--- src/rtl/p4_router_dequeue_scheduler.sv ---
// Round-robin egress-port / strict-priority queue dequeue scheduler with one outstanding grant.
// Optional per-port grant counters are enabled by defining P4_ROUTER_DEQ_SCHED_STATS_EN.
module p4_router_dequeue_scheduler #(
  parameter int NUM_EGR_PORTS           = 4,
  parameter int NUM_QUEUES_PER_EGR_PORT = 4,
  localparam int NUM_QUEUES             = NUM_EGR_PORTS * NUM_QUEUES_PER_EGR_PORT,
  localparam int NUM_QUEUES_LOG         = $clog2(NUM_QUEUES),
  localparam int NUM_EGR_PORTS_LOG      = $clog2(NUM_EGR_PORTS)
) (
  input  logic                         core_clk_ifc,
  input  logic                         core_areset_ifc,
  input  logic [NUM_QUEUES-1:0]        queue_nonempty,
  input  logic [NUM_EGR_PORTS-1:0]     egr_buf_ready,
  input  logic [NUM_EGR_PORTS-1:0]     egr_port_enable,
  input  logic                         sched_en,
  output logic                         grant_valid,
  input  logic                         grant_ready,
  output logic [NUM_QUEUES_LOG-1:0]    grant_queue,
  output logic [NUM_EGR_PORTS_LOG-1:0] grant_port,
  input  logic                         pkt_done,
  output logic                         busy
`ifdef P4_ROUTER_DEQ_SCHED_STATS_EN
  ,
  input  logic                         cnt_clear,
  output logic [NUM_EGR_PORTS*32-1:0]  grant_cnt
`endif
);

  typedef enum logic [1:0] {StIdle, StOffer, StXfer} state_e;

  state_e                       state_q, state_d;
  logic [NUM_EGR_PORTS_LOG-1:0] last_port_q, last_port_d;
  logic [NUM_EGR_PORTS_LOG-1:0] grant_port_q, grant_port_d;
  logic [NUM_QUEUES_LOG-1:0]    grant_queue_q, grant_queue_d;
  logic [NUM_EGR_PORTS-1:0]     eligible;
  logic                         pick_found;
  logic [NUM_EGR_PORTS_LOG-1:0] pick_port;
  logic [NUM_QUEUES_LOG-1:0]    pick_queue;

  always_comb begin
    eligible = '0;
    for (int p = 0; p < NUM_EGR_PORTS; p++) begin
      eligible[p] = egr_port_enable[p] & egr_buf_ready[p] &
                    (|queue_nonempty[p*NUM_QUEUES_PER_EGR_PORT +: NUM_QUEUES_PER_EGR_PORT]);
    end
  end

  // Round-robin search starting just after the last served port.
  always_comb begin
    int target;
    target     = 0;
    pick_found = 1'b0;
    pick_port  = '0;
    for (int off = 1; off <= NUM_EGR_PORTS; off++) begin
      target = int'(last_port_q) + off;
      if (target >= NUM_EGR_PORTS) target = target - NUM_EGR_PORTS;
      for (int p = 0; p < NUM_EGR_PORTS; p++) begin
        if (!pick_found && (p == target) && eligible[p]) begin
          pick_found = 1'b1;
          pick_port  = NUM_EGR_PORTS_LOG'(p);
        end
      end
    end
  end

  // Descending scan so the lowest-numbered (highest priority) queue wins.
  always_comb begin
    pick_queue = '0;
    for (int q = NUM_QUEUES - 1; q >= 0; q--) begin
      if (queue_nonempty[q] && ((q / NUM_QUEUES_PER_EGR_PORT) == int'(pick_port))) begin
        pick_queue = NUM_QUEUES_LOG'(q);
      end
    end
  end

  always_comb begin
    state_d       = state_q;
    last_port_d   = last_port_q;
    grant_port_d  = grant_port_q;
    grant_queue_d = grant_queue_q;
    unique case (state_q)
      StIdle: begin
        if (sched_en && pick_found) begin
          grant_port_d  = pick_port;
          grant_queue_d = pick_queue;
          state_d       = StOffer;
        end
      end
      StOffer: begin
        if (grant_ready) state_d = StXfer;
      end
      StXfer: begin
        if (pkt_done) begin
          last_port_d = grant_port_q;
          state_d     = StIdle;
        end
      end
      default: state_d = StIdle;
    endcase
  end

  always_ff @(posedge core_clk_ifc or posedge core_areset_ifc) begin
    if (core_areset_ifc) begin
      state_q       <= StIdle;
      last_port_q   <= NUM_EGR_PORTS_LOG'(NUM_EGR_PORTS - 1);
      grant_port_q  <= '0;
      grant_queue_q <= '0;
    end else begin
      state_q       <= state_d;
      last_port_q   <= last_port_d;
      grant_port_q  <= grant_port_d;
      grant_queue_q <= grant_queue_d;
    end
  end

  assign grant_valid = (state_q == StOffer);
  assign busy        = (state_q != StIdle);
  assign grant_port  = grant_port_q;
  assign grant_queue = grant_queue_q;

`ifdef P4_ROUTER_DEQ_SCHED_STATS_EN
  logic        handshake;
  logic [31:0] grant_cnt_q [NUM_EGR_PORTS];

  assign handshake = (state_q == StOffer) & grant_ready;

  // Saturating counters; clear has priority over a same-cycle increment.
  always_ff @(posedge core_clk_ifc or posedge core_areset_ifc) begin
    if (core_areset_ifc) begin
      for (int p = 0; p < NUM_EGR_PORTS; p++) grant_cnt_q[p] <= '0;
    end else begin
      for (int p = 0; p < NUM_EGR_PORTS; p++) begin
        if (cnt_clear) begin
          grant_cnt_q[p] <= '0;
        end else if (handshake && (grant_port_q == NUM_EGR_PORTS_LOG'(p)) &&
                     (grant_cnt_q[p] != '1)) begin
          grant_cnt_q[p] <= grant_cnt_q[p] + 32'd1;
        end
      end
    end
  end

  always_comb begin
    grant_cnt = '0;
    for (int p = 0; p < NUM_EGR_PORTS; p++) grant_cnt[32*p +: 32] = grant_cnt_q[p];
  end
`endif

endmodule

--- config.mk ---
export PLATFORM = sky130hd
export DESIGN_NAME = p4_router_dequeue_scheduler
export DESIGN_NICKNAME = d
export VERILOG_FILES = /design/src/rtl/p4_router_dequeue_scheduler.sv
export SDC_FILE = /design/constraint.sdc
export NUM_CORES = 1
export LEC_CHECK = 0
export CORE_UTILIZATION = 34
export CTS_CLUSTER_SIZE = 14
export DETAILED_ROUTE_END_ITERATION = 12
export DONT_BUFFER_PORTS = 1
export GPL_TIMING_DRIVEN = 1
export HOLD_SLACK_MARGIN = 0.15
export MAX_ROUTING_LAYER = met4
export SLEW_MARGIN = 20
export SYNTH_ARGS = -nofsm -noshare
export SYNTH_HDL_FRONTEND = slang
export SYNTH_SLANG_ARGS = --single-unit
--- constraint.sdc ---
create_clock -name core_clk_ifc -period 3.1 [get_ports core_clk_ifc]
set_input_delay 0.31 -clock core_clk_ifc [delete_from_list [all_inputs] [get_ports core_clk_ifc]]
set_output_delay 0.31 -clock core_clk_ifc [all_outputs]
set_load 0.01 [all_outputs]
---- Word level (Yosys, flattened, before mapping) ----
Cells that the tools add are included.
storage, ports and cells
  register bits after elaboration ......... 10
  word-level logic and storage cells ...... 176
  output and inout port bits .............. 8
cells by class
  bitwise gates (word level) .............. 8
  equal/unequal tests ..................... 20
  reduce and logical (&&, ||, !) cells .... 77
  order comparisons ....................... 4
  add/subtract/negate cells ............... 8
  muxes and demuxes ....................... 55
operator list
  cell                 number
  $eq 3x32->1 const A  8
  $eq 2x32->1 const A  4
  $logic_not 32->1     4
  $mux 32              4
  $mux 4               16
  $logic_and 1x1->1    48
  $mux 2               17
  $mux 1               17
  $reduce_or 4->1      4
  $logic_not 1->1      15
  $sub 3x3->4 const B  3
  $ge 3x3->1 const B   3
  $and 1x1->1          8
  $add 2x2->3 const B  2
  $pmux 2 s3           1
  $sub 4x3->5 const B  1
  $add 2x3->4 const B  1
  $eq 2x2->1 const A   2
  $ge 4x3->1 const B   1
  $logic_not 2->1      2
  $ne 2x2->1 const B   2
  $reduce_and 2->1     2
  $add 2x1->3 const B  1
  $reduce_and 3->1     1
  5 further kinds      5

---- Longest topological paths before layout ----
  depth in word-level cells ............... 84
  gate-level depth with buffers ........... 6
  mapped depth without buffers ............ 6

---- Worst setup path after synthesis ----
Ideal clock, no wire load.
  path kind ............................... in2reg
  start ................................... input queue_nonempty[1]
  end ..................................... register grant_port_q[1] (netlist: grant_port[1])
  stages .................................. 6
  library setup time ...................... 118 ps
  arrival time ............................ 1769 ps
  setup slack ............................. 1213 ps
  buffers on the path ..................... 0
  required time ........................... 2982 ps
  path through ............................ or4_4 and2_4 a211oi_1 a2111oi_2 and2_1 a21o_1
between the ends
  word-level cells in the longest chain between the ends .. 66
RTL lines
  what                               RTL line  text
  start, declared                    12        input logic [NUM_QUEUES-1:0] queue_nonempty,
  $reduce_or 4->1 *                  44        (|queue_nonempty[p*NUM_QUEUES_PER_EGR_PORT +: NUM_QUEUES_PER_EGR_PORT]);
  $and 1x1->1 *                      43        eligible[p] = egr_port_enable[p] & egr_buf_ready[p] &
  $logic_and 1x1->1                  58        if (!pick_found && (p == target) && eligible[p]) begin
  $mux 1                             58
  $logic_not 1->1                    58
  $logic_and 1x1->1 (2 in series)    58
  $mux 1                             58
  $logic_not 1->1                    58
  [47 not listed]                    n/a
  $logic_not 1->1                    58
  $logic_and 1x1->1 (2 in series)    58
  $mux 1                             58
  $logic_not 1->1                    58
  $logic_and 1x1->1 (2 in series)    58
  $mux 1                             58
  $logic_and 1x1->1                  83        if (sched_en && pick_found) begin
  $reduce_and 2->1 (no source line)  n/a
  end signal, assigned               111       grant_port_q <= grant_port_d;
  end, declared                      33        logic [NUM_EGR_PORTS_LOG-1:0] grant_port_q, grant_port_d;
Every way passes the cells marked *; elsewhere a longest branch is shown, timed or not.
A chain may end at the register's enable or synchronous reset.

---- Final worst setup path ----
  start ................................... register last_port_q[0]
  end ..................................... register grant_port_q[1] (netlist: grant_port[1])
between the ends
  word-level cells in the longest chain between the ends .. 68
RTL lines
  what                                       RTL line  text
  start, declared                            32        logic [NUM_EGR_PORTS_LOG-1:0] last_port_q, last_port_d;
  start signal, assigned                     105       last_port_q <= NUM_EGR_PORTS_LOG'(NUM_EGR_PORTS - 1);
  start signal, assigned                     110       last_port_q <= last_port_d;
  $add 2x1->3                                55        target = int'(last_port_q) + off;
  $sub 3x3->4 or $ge 3x3->1 (tied branches)  56        if (target >= NUM_EGR_PORTS) target = target - NUM_EGR_PORTS;
  $mux 32                                    56
  $logic_not 32->1                           58
  $logic_and 1x1->1                          58
  $mux 1                                     58
  $logic_not 1->1                            58
  $logic_and 1x1->1 (2 in series)            58
  [49 not listed]                            n/a
  $logic_not 1->1                            58
  $logic_and 1x1->1 (2 in series)            58
  $mux 1                                     58
  $logic_not 1->1                            58
  $logic_and 1x1->1 (2 in series)            58
  $mux 1                                     58
  $logic_and 1x1->1                          83
  $reduce_and 2->1 (no source line)          n/a
Parallel ways exist; a longest one is shown, timed or not.

==> metrics <==
Setup WS pre-CTS=0.891 ns; WHS=0.179 ns; first-pass GRT wire length=3420 um; total overflow reported by the global router=0; CP bufs+invs=0; Synth Instances=102; Sum Neg Setup Slack=0 ns; syn_nets=131; flops & latches, synth=10; CP max stage cell=o31ai_1; Syn Area/Cell=8.17 um^2; top cell type's share of synthesized area=24.0%; Synth Area in Adders=0%; Pre-antenna DRT Iters=4; Routed Antenna Nets=0; DRT iter0 DRCs=19; worst r2r path cells=5; Die Ht=51.5 um; total track usage=17.8%; Critical Path, Cell by Cell=o31ai_1, o22ai_1, a2111oi_2, and2_1, a21o_1; Seq/Total Area, Yosys=30.3%; kind of start point of the critical path=flop; gpl congestion=0.990; Num CTS Buffers=3; Post-Syn Area=833 um^2; Fin Clk Skew=0.00294 ns; vias in the first global route=796; delay-heaviest family, CP=compound AO/OA/AOI/OAI gates; Final nets=138; Setup violations, final=0; Post-Synth XOR/XNOR Area=0%; simple-gate share of the synthesized area=27.3%; Slew Viols, Final=0; Reg2Reg Capture Point=grant_port[1]; final worst-path cycle share=64.3%; Post-CTS Setup Bufs=0; antenna cells=0; Crit path largest cell delay=0.54 ns; multiplexer area fraction after synthesis=3.90%; DRC Markers=0; CTS sink count=10; routed len/inst=15.6 um; critical path required time=3.31 ns; maxcap violations=0; RSZ-0062 raised after global routing=no; hold crit path type=in2reg; Max Root-Sink Buffers=2; critical path class=reg2reg; largest family of logic cells by synthesized area=compound AO/OA/AOI/OAI gates; Die Wd=51.5 um; Slew headroom=60.4%; Via Count=843; Ys Warns=0; core area=2250 um^2; end point of the worst hold path=state_q[1]; port bufs=0; post-synth cell types=43; CTS resizes=0; Hold Vio Cnt, Final=0; largest area contributor in the netlist=dfrtp_1; r2r setup slk=1.11 ns; PwrDens=648 nW/um^2; post-synthesis compound-gate area fraction=34.8%; pin count of the biggest net entering global routing=11; Worst-Margin Slew=0.588 ns; hold_buf cts=2; clk root buf=clkbuf_4; Fmax=502 MHz; min-delay src=grant_ready; Reg clk slew, reported paths=0.07 ns; die area=2650 um^2; Area growth, synth to finish=11.0%; leakage=0.384 nW; H-tree levels=1; starting density of the core=37.0%; row cnt=17; layout cell share with drive strength beyond 1=16.7%; Worst Path Max Fanout=6; worst r2r src=last_port_q[0]; status=complete, no violations; Clk Latency, worst-skew pair=0.27 ns; IO Pins=37; detailed placement HPWL=1720 um; minimum clock period=1.99 ns; initial antenna violation count=0; PnR worst setup slack=1.11 ns; CTS tree=done; Area contributors post-synth=dfrtp_1 24%, nor2_1 6.8%, dfstp_2 6.3%, nand2_1 5.0%, inv_1 3.6%; Arr. time, crit path=2.20 ns; Hold Path Depth=1; DRT Wirelength=2120 um; CP endpoint kind=flop; Max VDD drop=0.352 mV; Via density=6.20
metrics by stage:
stage	instance area [um^2]	instances	total power, mW	util (%)
floorplan	833	102	0.427	-
global placement	868	130	0.482	38.5
detailed placement	868	130	0.482	38.5
CTS	925	136	0.603	41.0
global route	925	136	0.644	41.0
finish	925	136	0.599	41.0
registers in the layout, indices dropped and copies added (netlist names):
register     count
grant_queue      4
last_port_q      2
grant_port       2
state_q          2
layout by cell type, fill, tap and decap left out, types with 3 or more instances in the layout:
master and instances:
clkbuf_4 3, nand2_1 11, dfrtp_1 8, nor2_1 15, a211oi_1 3, a21oi_1 5, inv_1 8, nor3_1 3
or2_2 3
per-layer routing:
metal	global-route usage [%]	part of all wire, %
met5	-	0
met4	8.56	1.7
met3	3.51	9.3
met2	27.9	47
met1	22.0	41
area by class of cell:
type	count	area, um^2
clock buffer	4	36.3
fill	235	1330
inverter	8	30.0
multi-input combinational	84	551
sequential	10	253
tap	28	35.0
timing repair buffer	2	20.0
worst max-delay path by stage:
stage | startpoint | to | slack (ns) | depth (start not counted)
2_1_floorplan | queue_nonempty[1] | grant_port[1] | 1.21 | 6
3_3_place_gp | queue_nonempty[5] | grant_queue[1] | 0.96 | 6
3_5_place_dp | queue_nonempty[5] | grant_queue[1] | 0.89 | 6
4_1_cts | last_port_q[0] | grant_port[1] | 1.14 | 5
5_1_grt | queue_nonempty[5] | grant_queue[1] | 1.06 | 6
6_report | last_port_q[0] | grant_port[1] | 1.11 | 5
cells by family (layout without fill, tap and decap cells):
group                  after synthesis  in the layout
AO/OA/AOI/OAI                       36             36
flip-flops                          10             10
AND/OR/NAND/NOR                     45             45
buffers and inverters                8             14
multiplexers                         3              3
power by group:
group / leakage, nW / internal [mW] / switching [mW] / total (mW)
Sequential: 0.126 / 0.189 / 0.0671 / 0.256
Combinational: 0.237 / 0.0952 / 0.132 / 0.227
Clock: 0.0210 / 0.0714 / 0.0449 / 0.116
Total: 0.384 / 0.355 / 0.244 / 0.599
cell usage after synthesis:
library cell,number
nor4_1,2
or2_2,3
or4_1,1
nand2b_1,1
a211oi_1,3
o2111ai_1,1
mux2i_1,1
nor3_1,3
a21oi_1,5
a22oi_1,1
a2111oi_2,1
o311ai_4,1
nor4_2,1
mux2_2,2
o31ai_1,2
a32o_1,1
a31oi_1,2
o32ai_1,1
nor2_1,15
and2_0,1
o22ai_2,1
o311a_1,1
o22ai_1,2
o41ai_1,1
nand3b_1,1
a21o_1,2
o211ai_1,1
o21ai_1,2
and2_4,1
o21ai_0,2
or4_4,1
o22a_1,1
and2_1,1
dfrtp_1,8
and2b_1,1
nand3_1,2
a22o_1,1
a311oi_1,1
a221oi_1,2
a21oi_2,1
inv_1,8
nand2_1,11
dfstp_2,2
Power figures use the tool's default switching activity.
